## src/rtl/pipe_adder_if.sv

```systemverilog
// Operand/result handshake bundle for pipe_adder.
// The sub select exists only when PIPE_ADDER_SUB_EN is defined.
interface pipe_adder_if #(
  parameter int WIDTH = 8
);
  logic             in_valid;
  logic             in_ready;
  logic [WIDTH-1:0] a;
  logic [WIDTH-1:0] b;
  logic             cin;
`ifdef PIPE_ADDER_SUB_EN
  logic             sub;
`endif
  logic             out_valid;
  logic             out_ready;
  logic [WIDTH-1:0] sum;
  logic             cout;

`ifdef PIPE_ADDER_SUB_EN
  modport master (
    output in_valid, a, b, cin, sub, out_ready,
    input  in_ready, out_valid, sum, cout
  );
  modport slave (
    input  in_valid, a, b, cin, sub, out_ready,
    output in_ready, out_valid, sum, cout
  );
`else
  modport master (
    output in_valid, a, b, cin, out_ready,
    input  in_ready, out_valid, sum, cout
  );
  modport slave (
    input  in_valid, a, b, cin, out_ready,
    output in_ready, out_valid, sum, cout
  );
`endif
endinterface

```

## src/rtl/pipe_adder.sv

```systemverilog
// Pipelined WIDTH-bit adder: one CHUNK-wide slice per stage, carry registered between stages.
// Optional subtract mode (a - b via a + ~b + 1) is enabled by defining PIPE_ADDER_SUB_EN.
module pipe_adder #(
  parameter int WIDTH  = 8,
  parameter int STAGES = 4
) (
  input  logic        clk,
  input  logic        rst_n,
  pipe_adder_if.slave bus
);
  localparam int DIV   = (STAGES < 1) ? 1 : STAGES;
  localparam int CHUNK = (WIDTH / DIV < 1) ? 1 : WIDTH / DIV;

  if (WIDTH < 1 || STAGES < 1 || (WIDTH % DIV) != 0) begin : g_param_check
    $error("pipe_adder: WIDTH must be >= 1 and an exact multiple of STAGES");
  end

  logic             valid_q     [STAGES];
  logic             carry_q     [STAGES];
  logic [WIDTH-1:0] res_q       [STAGES];
  logic [WIDTH-1:0] a_q         [STAGES];
  logic [WIDTH-1:0] b_q         [STAGES];
  logic             stage_ready [STAGES+1];
  logic [WIDTH-1:0] b_in;
  logic             carry_in;

  // Subtraction is folded in at the head: B is inverted once and carried down already inverted.
`ifdef PIPE_ADDER_SUB_EN
  assign b_in     = bus.sub ? ~bus.b : bus.b;
  assign carry_in = bus.sub | bus.cin;
`else
  assign b_in     = bus.b;
  assign carry_in = bus.cin;
`endif

  assign stage_ready[STAGES] = bus.out_ready;
  assign bus.in_ready        = stage_ready[0];
  assign bus.out_valid       = valid_q[STAGES-1];
  assign bus.sum             = res_q[STAGES-1];
  assign bus.cout            = carry_q[STAGES-1];

  for (genvar gi = 0; gi < STAGES; gi++) begin : g_stage
    localparam int LO = gi * CHUNK;

    logic             up_valid;
    logic             up_carry;
    logic [WIDTH-1:0] up_res;
    logic [CHUNK-1:0] a_chunk;
    logic [CHUNK-1:0] b_chunk;
    logic [CHUNK:0]   chunk_sum;
    logic [WIDTH-1:0] res_d;

    if (gi == 0) begin : g_head
      assign up_valid = bus.in_valid;
      assign up_carry = carry_in;
      assign up_res   = '0;
      assign a_chunk  = bus.a[LO +: CHUNK];
      assign b_chunk  = b_in[LO +: CHUNK];
    end else begin : g_body
      assign up_valid = valid_q[gi-1];
      assign up_carry = carry_q[gi-1];
      assign up_res   = res_q[gi-1];
      assign a_chunk  = a_q[gi-1][LO +: CHUNK];
      assign b_chunk  = b_q[gi-1][LO +: CHUNK];
    end

    // An empty stage always accepts, so bubbles collapse even while the tail stalls.
    assign stage_ready[gi] = !valid_q[gi] || stage_ready[gi+1];
    assign chunk_sum = {1'b0, a_chunk} + {1'b0, b_chunk} + {{CHUNK{1'b0}}, up_carry};

    always_comb begin
      res_d              = up_res;
      res_d[LO +: CHUNK] = chunk_sum[CHUNK-1:0];
    end

    always_ff @(posedge clk or negedge rst_n) begin
      if (!rst_n) begin
        valid_q[gi] <= 1'b0;
        carry_q[gi] <= 1'b0;
        res_q[gi]   <= '0;
      end else if (stage_ready[gi]) begin
        valid_q[gi] <= up_valid;
        if (up_valid) begin
          carry_q[gi] <= chunk_sum[CHUNK];
          res_q[gi]   <= res_d;
        end
      end
    end

    // The final stage has no later chunk, so it keeps no operand copy.
    if (gi < STAGES - 1) begin : g_fwd
      logic [WIDTH-1:0] up_a;
      logic [WIDTH-1:0] up_b;

      if (gi == 0) begin : g_src
        assign up_a = bus.a;
        assign up_b = b_in;
      end else begin : g_src
        assign up_a = a_q[gi-1];
        assign up_b = b_q[gi-1];
      end

      always_ff @(posedge clk or negedge rst_n) begin
        if (!rst_n) begin
          a_q[gi] <= '0;
          b_q[gi] <= '0;
        end else if (stage_ready[gi] && up_valid) begin
          a_q[gi] <= up_a;
          b_q[gi] <= up_b;
        end
      end
    end
  end
endmodule

```

## src/flat_wrapper.sv

```systemverilog
// flat-port wrapper written by rule: the top's interface ports become plain ports
module pipe_adder_flat 
#(
  parameter int WIDTH  = 8,
  parameter int STAGES = 4
)
  (clk, rst_n, bus_in_valid, bus_a, bus_b, bus_cin, bus_out_ready, bus_in_ready, bus_out_valid, bus_sum, bus_cout);
  pipe_adder_if #(.WIDTH(WIDTH)) bus_i ();
  input  logic clk;
  input  logic rst_n;
  input wire logic [$bits(bus_i.in_valid)-1:0] bus_in_valid;
  input wire logic [$bits(bus_i.a)-1:0] bus_a;
  input wire logic [$bits(bus_i.b)-1:0] bus_b;
  input wire logic [$bits(bus_i.cin)-1:0] bus_cin;
  input wire logic [$bits(bus_i.out_ready)-1:0] bus_out_ready;
  output wire logic [$bits(bus_i.in_ready)-1:0] bus_in_ready;
  output wire logic [$bits(bus_i.out_valid)-1:0] bus_out_valid;
  output wire logic [$bits(bus_i.sum)-1:0] bus_sum;
  output wire logic [$bits(bus_i.cout)-1:0] bus_cout;
  assign bus_i.in_valid = bus_in_valid;
  assign bus_i.a = bus_a;
  assign bus_i.b = bus_b;
  assign bus_i.cin = bus_cin;
  assign bus_i.out_ready = bus_out_ready;
  assign bus_in_ready = bus_i.in_ready;
  assign bus_out_valid = bus_i.out_valid;
  assign bus_sum = bus_i.sum;
  assign bus_cout = bus_i.cout;
  pipe_adder #(.WIDTH(WIDTH), .STAGES(STAGES)) u_core (.clk(clk), .rst_n(rst_n), .bus(bus_i));
endmodule
```

## config.mk

```make
export PLATFORM = sky130hd
export DESIGN_NAME = pipe_adder_flat
export DESIGN_NICKNAME = d
export VERILOG_FILES = /design/src/rtl/pipe_adder_if.sv /design/src/rtl/pipe_adder.sv /design/src/flat_wrapper.sv
export SDC_FILE = /design/constraint.sdc
export NUM_CORES = 1
export LEC_CHECK = 0
export ABC_AREA = 0
export ABC_CLOCK_PERIOD_IN_PS = 4400
export BUFFER_PORTS_ARGS = -buffer_cell sky130_fd_sc_hd__buf_2
export CAP_MARGIN = 20
export CORE_ASPECT_RATIO = 0.8
export CORE_MARGIN = 2
export CORE_UTILIZATION = 45
export DETAILED_ROUTE_END_ITERATION = 7
export PLACE_DENSITY = 0.68
export RECOVER_POWER = 50
export SKIP_CTS_REPAIR_TIMING = 1
export SYNTH_ARGS = -nofsm -noshare
export SYNTH_HDL_FRONTEND = slang
export SYNTH_SLANG_ARGS = --single-unit
```

## constraint.sdc

```tcl
create_clock -name clk -period 4.4 [get_ports clk]
set_clock_uncertainty 0.15 [all_clocks]
set_input_delay 0.44 -clock clk [delete_from_list [all_inputs] [get_ports clk]]
set_output_delay 0.44 -clock clk [all_outputs]
set_load 0.01 [all_outputs]
```

==> results.json, run 1 <==
{
  "status": "completed",
  "netlist_area_sq_um": 2240,
  "ys_async_sr_fraction": 1.00,
  "cp-end-kind": "output pin",
  "final_layout_size_suffix_gt1_frac": 0.411,
  "drc": 0,
  "ant_nets": 0,
  "port_buffers": 31,
  "fillers": 427,
  "min_period_ns": 2.12,
  "crit_buf_inv": 1,
  "routabilityCongestion": 0.727,
  "final_common_cell": "dfrtp_1",
  "synth-seq-cells": 52,
  "path_max_fanout": 6,
  "clock_path_buffers": 2,
  "hold_viol_final": 0,
  "drv_cap": 0,
  "cp_cell_sequence": "nand4b_1 > or2_2 > buf_2",
  "initial_core_util": 0.479,
  "ys_top_cells_by_area": "dfrtp_1 (58%), mux2_2 (15%), fa_1 (7.1%)",
  "numCtsBuffers": 5,
  "grt_usage": 0.138,
  "startpoint_type": "flop",
  "fin_hold_ws_ns": 0.0789,
  "critical_path_class": "reg2out",
  "synth_area_leader_cell": "dfrtp_1",
  "synth_edf_count": 0,
  "slew_viol_final": 0,
  "postSynthCellCount": 153,
  "hp-class": "in2async",
  "grt_pass1_vias": 1263,
  "netlist-cell-type-count": 17,
  "postSynthAreaPerCell_sq_um": 14.6,
  "rr_worst_depth": 3,
  "yosysTopAreaCellShare": 0.581,
  "dr.pass1.iters": 4,
  "critPathTopFamily": "simple AND/OR/NAND/NOR gates",
  "fin_nets": 218,
  "ir_worst_vdd_uv": 241,
  "worst_pin_slew_ns": 0.634,
  "clk_pin_slew_ns": 0.10,
  "hpwl_mm": 2.44,
  "yosys_warnings": 0,
  "clock-sinks": 52,
  "setup_viol": 0,
  "die_h_um": 67.1,
  "clk_latency_ns": 0.31,
  "rows": 22,
  "antenna_found_initial": 0,
  "diodes": 0,
  "cpMaxStageDelayCell": "dfrtp_1",
  "cts_tree": "done",
  "wire_per_inst_um": 13.1,
  "core_sq_um": 4680,
  "syn_to_final_growth_pct": 13.0,
  "wl_mm": 3.27,
  "grt_max_degree": 53,
  "rsz0062_at_grt": "false",
  "grt_first_pass_wirelength_mm": 5.87,
  "worst-path-stages": 3,
  "dp_slack_ns": 2.43,
  "p_per_area_nw_per_um2": 548,
  "die_x_um": 82.9,
  "slew_headroom": 0.577,
  "finalSetupTns_ns": 0,
  "synth-seq-area-share": 0.581,
  "syn-num-nets": 182,
  "cpPeakStageDelay_ns": 0.41,
  "total_leakage_power_uw": 0.00126,
  "h-tree-depth": 2,
  "grt_overflow": 0,
  "viasPerCell": 4.69,
  "mostFrequentLayoutCells": "dfrtp_1 (52), buf_2 (31), inv_1 (29), mux2_2 (29), mux2i_1 (11)",
  "dieArea_sq_um": 5560,
  "synth_flop_cell": "dfrtp_1",
  "io-pin-count": 32,
  "finalWorstSetupSlack_ns": 2.28,
  "fin_crit_sh": 0.482,
  "vias": 1172,
  "drtIter0Drc": 46,
  "worstPathRequired_ns": 3.81,
  "max_freq_mhz": 471,
  "cp.arrival_ns": 1.53,
  "cts_root_buf": "clkbuf_8"
}
## flip-flops by register name (all words and copies together) (netlist names)
name                       count
u_core.b_q                     2
u_core.bus.out_valid           1
u_core.g_stage.g_fwd.up_b     10
u_core.g_stage.up_valid        3
u_core.g_stage.g_fwd.up_a     10
u_core.a_q                     2
u_core.bus.cout                1
u_core.g_stage.up_res         12
u_core.bus.sum                 8
u_core.g_stage.up_carry        3
## kinds of logic after synthesis
group | synth area share
AND/OR/NAND/NOR | 0.0346
AO/OA/AOI/OAI | 0.0123
flip-flops | 0.581
adder cells (fa/ha/maj) | 0.0715
multiplexers | 0.242
buffers and inverters | 0.0592
## per-stage QoR
stage	instance area [sq um]	util	instances	power, uW
2_1_floorplan	2240	-	153	997
3_3_place_gp	2450	0.525	242	1110
3_5_place_dp	2450	0.525	242	1140
4_1_cts	2550	0.544	250	1420
5_1_grt	2530	0.541	250	1500
6_report	2530	0.541	250	1390
## power breakdown
group,total [uW],internal (uW),switching (uW)
Sequential,719,638,80.7
Clock,272,113,159
Combinational,397,213,184
Total,1390,964,424
## worst paths after layout
kind / slack (ns) / end / startpoint
setup / recovery: 2.28 / bus_in_ready / u_core.bus.out_valid
hold / removal: 0.08 / u_core.bus.sum[7] / rst_n
setup reg to reg: 2.46 / u_core.g_stage[1].g_fwd.up_a[3] / u_core.bus.out_valid
hold reg to reg: 0.36 / u_core.g_stage[2].g_fwd.up_b[6] / u_core.g_stage[2].g_fwd.up_b[6]
max in group asynchronous: 3.59 / u_core.g_stage[1].g_fwd.up_b[6] / rst_n
min in group clk: 0.21 / u_core.g_stage[1].g_fwd.up_b[3] / bus_b[3]
## layer usage
layer / vias to the layer above / track usage / share of wire
li1: 559 / - / -
met1: 579 / 0.167 / 0.46
met2: 27 / 0.229 / 0.46
met3: 7 / 0.0533 / 0.058
met4: 0 / 0.0553 / 0.017
met5: - / 0 / 0
## final cells by class
| class | instances | area [sq um] | area share |
|---|---|---|---|
| well taps | 60 | 75.1 | 0.0296 |
| multi-input cells | 69 | 792 | 0.313 |
| clock inverters | 3 | 23.8 | 0.00939 |
| repair buffers | 32 | 163 | 0.0642 |
| clock buffers | 5 | 68.8 | 0.0272 |
| inverters | 29 | 109 | 0.0430 |
| flip-flops and latches | 52 | 1300 | 0.514 |
## synthesized netlist by cell type (4+ instances only)
| library cell | number |
|---|---|
| dfrtp_1 | 52 |
| mux2i_1 | 11 |
| mux2_2 | 29 |
| fa_1 | 8 |
| inv_1 | 29 |
| mux2_4 | 7 |
| nand2b_1 | 4 |
| nand2_1 | 4 |
(Power assumes the default switching activity.)
==> run 2: changes to the inputs <==
--- a/config.mk
+++ b/config.mk
@@ -5,15 +5,15 @@
 export SDC_FILE = /design/constraint.sdc
 export NUM_CORES = 1
 export LEC_CHECK = 0
-export ABC_AREA = 0
-export ABC_CLOCK_PERIOD_IN_PS = 4400
+export ABC_AREA = 1
+export ABC_CLOCK_PERIOD_IN_PS = 1800
 export BUFFER_PORTS_ARGS = -buffer_cell sky130_fd_sc_hd__buf_2
 export CAP_MARGIN = 20
 export CORE_ASPECT_RATIO = 0.8
 export CORE_MARGIN = 2
 export CORE_UTILIZATION = 45
 export DETAILED_ROUTE_END_ITERATION = 7
-export PLACE_DENSITY = 0.68
+export PLACE_DENSITY = 0.71
 export RECOVER_POWER = 50
 export SKIP_CTS_REPAIR_TIMING = 1
 export SYNTH_ARGS = -nofsm -noshare
==> constraint.sdc (replaced) <==
create_clock -name clk -period 1.8 [get_ports clk]
set_clock_uncertainty 0.15 [all_clocks]
set_input_delay 0.18 -clock clk [delete_from_list [all_inputs] [get_ports clk]]
set_output_delay 0.18 -clock clk [all_outputs]
set_load 0.01 [all_outputs]
==> run 2 against run 1 <==
The flow now finishes with violations (negative hold slack). Sequential share of layout area shrank 3.4 points. Worst hold slack lost 0.10 ns. Cell area grew 7.0%. Flip-flop and latch count is the same. Critical endpoint is now u_core.g_stage[3].up_res[5]. Largest cell class unchanged.
==> results.json, run 2 <==
{
  "status": "complete, but fails checks",
  "violations": "negative hold slack",
  "finalSetupTns_ns": 0,
  "wire_per_inst_um": 11.1,
  "cpMaxStageDelayCell": "fa_1",
  "grt_usage": 0.141,
  "port_buffers": 31,
  "drtIter0Drc": 114,
  "vias": 1583,
  "initial_core_util": 0.463,
  "slew_headroom": 0.548,
  "min_period_ns": 1.69,
  "io-pin-count": 32,
  "syn_to_final_growth_pct": 18.3,
  "yosys_warnings": 0,
  "syn-num-nets": 268,
  "cpPeakStageDelay_ns": 0.48,
  "final_common_cell": "nand2_1",
  "hp-class": "in2reg",
  "cp.arrival_ns": 1.72,
  "netlist-cell-type-count": 21,
  "synth-seq-cells": 52,
  "max_freq_mhz": 593,
  "final_layout_size_suffix_gt1_frac": 0.172,
  "r2r_slack_ns": 0.11,
  "ant_nets": 0,
  "viasPerCell": 4.56,
  "antenna_found_initial": 0,
  "yosysTopAreaCellShare": 0.568,
  "hpwl_mm": 2.67,
  "rows": 23,
  "dr.pass1.iters": 4,
  "grt_pass1_vias": 1361,
  "core_sq_um": 4950,
  "fin_cells": 347,
  "cts_tree": "done",
  "cp-end-kind": "flop",
  "clk_latency_ns": 0.30,
  "synth-seq-area-share": 0.568,
  "numCtsBuffers": 5,
  "largest_reg_flops": 12,
  "setup_viol": 0,
  "critical_path_class": "reg2reg",
  "crit_start": "u_core.g_stage[2].up_carry",
  "crit_end": "u_core.g_stage[3].up_res[5]",
  "ir_worst_vdd_uv": 816,
  "mostFrequentLayoutCells": "nand2_1 (83), dfrtp_1 (52), nand3_1 (35), buf_2 (26), inv_1 (24)",
  "postSynthCellCount": 239,
  "ys_top_cells_by_area": "dfrtp_1 (57%), nand2_1 (14%), nand3_1 (7.6%)",
  "postSynthAreaPerCell_sq_um": 9.59,
  "grt_first_pass_wirelength_mm": 6.24,
  "grt_max_degree": 53,
  "synth_most_common_cell": "nand2_1",
  "worstPathRequired_ns": 1.83,
  "placed_cell_area_sq_um": 2490,
  "cp_cell_sequence": "inv_1 > fa_1 > fa_1 > o21ai_0",
  "p_per_area_nw_per_um2": 1340,
  "total_leakage_power_uw": 0.00144,
  "synth_area_leader_cell": "dfrtp_1",
  "dieArea_sq_um": 5680,
  "post-route-cell-area_sq_um": 2710,
  "die_x_um": 83.8,
  "drv_cap": 0,
  "fin_hold_ws_ns": -0.0209,
  "grt_overflow": 0,
  "netlist_area_sq_um": 2290,
  "clock-sinks": 52,
  "wl_mm": 3.84,
  "drc": 0,
  "fillers": 456,
  "fin_crit_sh": 0.937,
  "regToRegEndpoint": "u_core.g_stage[3].up_res[5]",
  "critPathTopFamily": "adder cells",
  "synth_flop_cell": "dfrtp_1",
  "clock_path_buffers": 2,
  "fin_nets": 314,
  "worst-path-stages": 4,
  "rr_worst_depth": 4,
  "cts_root_buf": "clkbuf_8",
  "ys_async_sr_fraction": 1.00,
  "die_h_um": 67.8,
  "crit_buf_inv": 1,
  "diodes": 0,
  "slew_viol_final": 0,
  "worst_path_most_repeated_cell": "fa_1",
  "rsz0062_at_grt": "false",
  "routabilityCongestion": 0.746,
  "startpoint_type": "flop",
  "hold_viol_final": 1,
  "worst_pin_slew_ns": 0.678,
  "clk_pin_slew_ns": 0.08,
  "h-tree-depth": 2,
  "synth_edf_count": 0,
  "synthTopCellsByCount": "nand2_1 (83), dfrtp_1 (52), nand3_1 (35), inv_1 (24), fa_1 (8)",
  "dp_cells": 325,
  "worstReg2RegStart": "u_core.g_stage[2].up_carry",
  "path_max_fanout": 2
}
## run 2: layer usage
layer / global-route usage / wire, um
met2: 0.213 / 1640
met5: 0 / 0
met3: 0.0422 / 154
met1: 0.197 / 2030
met4: 0.0484 / 27
## run 2: cell type report
class,count,area (sq um),area share
Multi-Input combinational cell,151,820,0.302
Clock buffer,7,96.3,0.0355
Tap cell,62,77.6,0.0286
Timing Repair Buffer,50,322,0.119
Inverter,25,93.8,0.0346
Sequential cell,52,1300,0.480
## run 2: kinds of logic after synthesis
logic type | count (synthesis) | synth area share
compound gates | 13 | 0.0284
buf+inv | 36 | 0.0743
fa+ha+maj | 8 | 0.0699
simple gates | 130 | 0.259
flops | 52 | 0.568
## run 2: metrics by stage
stage / power, uW / setup WS (ns) / util
after floorplan: 2670 / 0.189 / -
after global placement: 2910 / 0.169 / 0.503
after CTS: 3680 / 0.00698 / 0.522
after detailed placement: 2980 / 0.0994 / 0.503
final: 3630 / 0.113 / 0.548
after global routing: 3920 / 0.0422 / 0.548
## run 2: worst min-delay path by stage
stage / from / endpoint / slack (ns) / depth (start not counted)
finish: bus_a[6] / u_core.g_stage[1].g_fwd.up_a[6] / -0.02 / 3
global route: bus_a[6] / u_core.g_stage[1].g_fwd.up_a[6] / 0.01 / 3
CTS: rst_n / u_core.bus.sum[2] / -0.30 / 2
detailed placement: rst_n / u_core.bus.sum[2] / 0.04 / 2
global placement: rst_n / u_core.bus.sum[2] / 0.04 / 2
floorplan: rst_n / u_core.a_q[14] / -0.27 / 0
## run 2: tightest hold or removal path, cell delays in order
cell and delay [ns]:
buf_2 0.07, nand3_1 0.08, nand2_1 0.07
## run 2: power by group
group	switching (uW)	total (uW)	leakage (uW)	internal [uW]
sequential	226	1790	0.000640	1570
clock	354	696	0.0000503	343
combinational	694	1140	0.000752	449
==> run 3: changes to the inputs <==
--- a/config.mk
+++ b/config.mk
@@ -6,14 +6,14 @@
 export NUM_CORES = 1
 export LEC_CHECK = 0
 export ABC_AREA = 1
-export ABC_CLOCK_PERIOD_IN_PS = 1800
+export ABC_CLOCK_PERIOD_IN_PS = 2000
 export BUFFER_PORTS_ARGS = -buffer_cell sky130_fd_sc_hd__buf_2
 export CAP_MARGIN = 20
 export CORE_ASPECT_RATIO = 0.8
 export CORE_MARGIN = 2
 export CORE_UTILIZATION = 45
 export DETAILED_ROUTE_END_ITERATION = 7
-export PLACE_DENSITY = 0.71
+export PLACE_DENSITY = 0.68
 export RECOVER_POWER = 50
 export SKIP_CTS_REPAIR_TIMING = 1
 export SYNTH_ARGS = -nofsm -noshare
==> constraint.sdc (replaced) <==
create_clock -name clk -period 2 [get_ports clk]
set_clock_uncertainty 0.15 [all_clocks]
set_input_delay 0.2 -clock clk [delete_from_list [all_inputs] [get_ports clk]]
set_output_delay 0.2 -clock clk [all_outputs]
set_load 0.01 [all_outputs]
==> run 3 against run 2 <==
The run still ends with negative hold slack left. Setup slack better by 0.11 ns. Register-to-register slack gained 0.20 ns. Clock-buffer cell count stayed put. Global-route usage grew 0.76 points. Core utilization is 0.40 points lower. Routed wire length shrank 4.7%. Cell area shrank 0.74%. First-iteration DRC count fell by 23%. Flip-flop and latch count unchanged. Critical path depth unchanged. Clock power is 9.8% higher. Power shrank 7.3%.
==> results.json, run 3 (same netlist as run 2, synthesis figures left out) <==
{
  "p_per_area_nw_per_um2": 1250,
  "regToRegEndpoint": "u_core.g_stage[3].up_res[5]",
  "startpoint_type": "flop",
  "max_freq_mhz": 563,
  "rr_worst_depth": 4,
  "antenna_found_initial": 0,
  "rsz0062_at_grt": "false",
  "finalSetupTns_ns": 0,
  "crit_start": "u_core.bus.out_valid",
  "wl_met1_mm": 1.91,
  "hp-class": "in2reg",
  "violations": "negative hold slack",
  "crit_end": "bus_in_ready",
  "syn_to_final_growth_pct": 17.4,
  "fin_nets": 307,
  "cts_tree": "done",
  "rows": 23,
  "dieArea_sq_um": 5680,
  "io-pin-count": 32,
  "clk_pin_slew_ns": 0.09,
  "route.met3.wl_um": 171,
  "min_period_ns": 1.78,
  "core_sq_um": 4950,
  "register_area_sq_um": 1300,
  "wl_mm": 3.67,
  "fin_hold_ws_ns": -0.0257,
  "cp-end-kind": "output pin",
  "final_layout_size_suffix_gt1_frac": 0.168,
  "ant_nets": 0,
  "diodes": 0,
  "mostFrequentLayoutCells": "nand2_1 (83), dfrtp_1 (51), nand3_1 (35), buf_2 (25), inv_1 (24)",
  "slew_headroom": 0.278,
  "critical_path_class": "reg2out",
  "clk_latency_ns": 0.30,
  "setup_viol": 0,
  "path_max_fanout": 18,
  "grt_overflow": 0,
  "worstReg2RegStart": "u_core.g_stage[2].up_carry",
  "r2r_slack_ns": 0.31,
  "ir_worst_vdd_uv": 693,
  "grt_first_pass_wirelength_mm": 6.64,
  "h-tree-depth": 2,
  "initial_core_util": 0.463,
  "vias": 1551,
  "cts_root_buf": "clkbuf_8",
  "slew_viol_final": 0,
  "numCtsBuffers": 5,
  "hpwl_mm": 2.65,
  "clock-sinks": 52,
  "port_buffers": 31,
  "worst_pin_slew_ns": 1.08,
  "die_h_um": 67.8,
  "multi_input_area_sq_um": 820,
  "largest_reg_flops": 12,
  "wire_per_inst_um": 10.7,
  "grt_usage": 0.148,
  "total_leakage_power_uw": 0.00143,
  "fillers": 475,
  "final_common_cell": "nand2_1",
  "drv_cap": 0,
  "wl_met2_mm": 1.58,
  "status": "complete, but fails checks",
  "grt_max_degree": 23,
  "die_x_um": 83.8,
  "fin_crit_sh": 0.888,
  "dr.pass1.iters": 4,
  "grt_pass1_vias": 1475,
  "drtIter0Drc": 88,
  "drc": 0,
  "cp.arrival_ns": 1.43,
  "top_layer": "met4",
  "power.total_uw": 3370,
  "hold_viol_final": 5,
  "routabilityCongestion": 0.759,
  "worstPathRequired_ns": 1.65,
  "viasPerCell": 4.55,
  "clock_path_buffers": 2
}
-- run 3: cell count changes in the layout (fill, tap and decap cells not counted) --
cell,delta
dlygate4sd3_1,-4
buf_4,-3
buf_12,+1
buf_2,-1
bufinv_16,+1
clkbuf_1,+1
clkbuf_4,-1
dfrtp_1,-1
dfrtp_2,+1
-- run 3: worst min-delay path by stage --
stage / from / endpoint / slack, ns / cells past startpoint
after detailed placement: rst_n / u_core.bus.sum[3] / 0.03 / 1
after CTS: rst_n / u_core.g_stage[2].up_res[3] / -0.30 / 1
after global routing: bus_b[3] / u_core.g_stage[1].g_fwd.up_b[3] / 0.001 / 3
final: bus_a[5] / u_core.g_stage[1].g_fwd.up_a[5] / -0.03 / 3
after global placement: rst_n / u_core.bus.out_valid / 0.03 / 1
after floorplan: rst_n / u_core.a_q[14] / -0.25 / 0
-- run 3: worst max-delay path, stage by stage (launching register included) --
cell	delay (ns)
dfrtp_1	0.36
inv_1	0.09
nor2_8	0.15
nand4_4	0.27
buf_2	0.25
-- run 3: per-stage QoR --
step           area, sq um  std cells  setup slack, ns  utilization
2_1_floorplan         2290        239            0.389            -
3_3_place_gp          2490        325            0.346        0.503
3_5_place_dp          2490        325            0.323        0.503
4_1_cts               2620        333           0.0548        0.529
5_1_grt               2690        341            0.126        0.543
6_report              2690        341            0.224        0.543
-- run 3: cell type report --
| cell class | count | area share |
|---|---|---|
| clock buffers | 7 | 0.0358 |
| clock inverters | 1 | 0.0112 |
| inverters | 25 | 0.0349 |
| multi-input cells | 151 | 0.305 |
| flip-flops and latches | 52 | 0.484 |
| well taps | 62 | 0.0288 |
| repair buffers | 43 | 0.100 |
-- run 3: layer usage --
layer  global-route usage  up-vias
met5                    0        -
met1                0.200      700
met2                0.245       36
met3               0.0398        2
met4               0.0363        0
li1                     -      813
-- run 3: power breakdown --
group	switching [uW]	internal (uW)
clock	323	441
combinational	590	378
sequential	224	1410
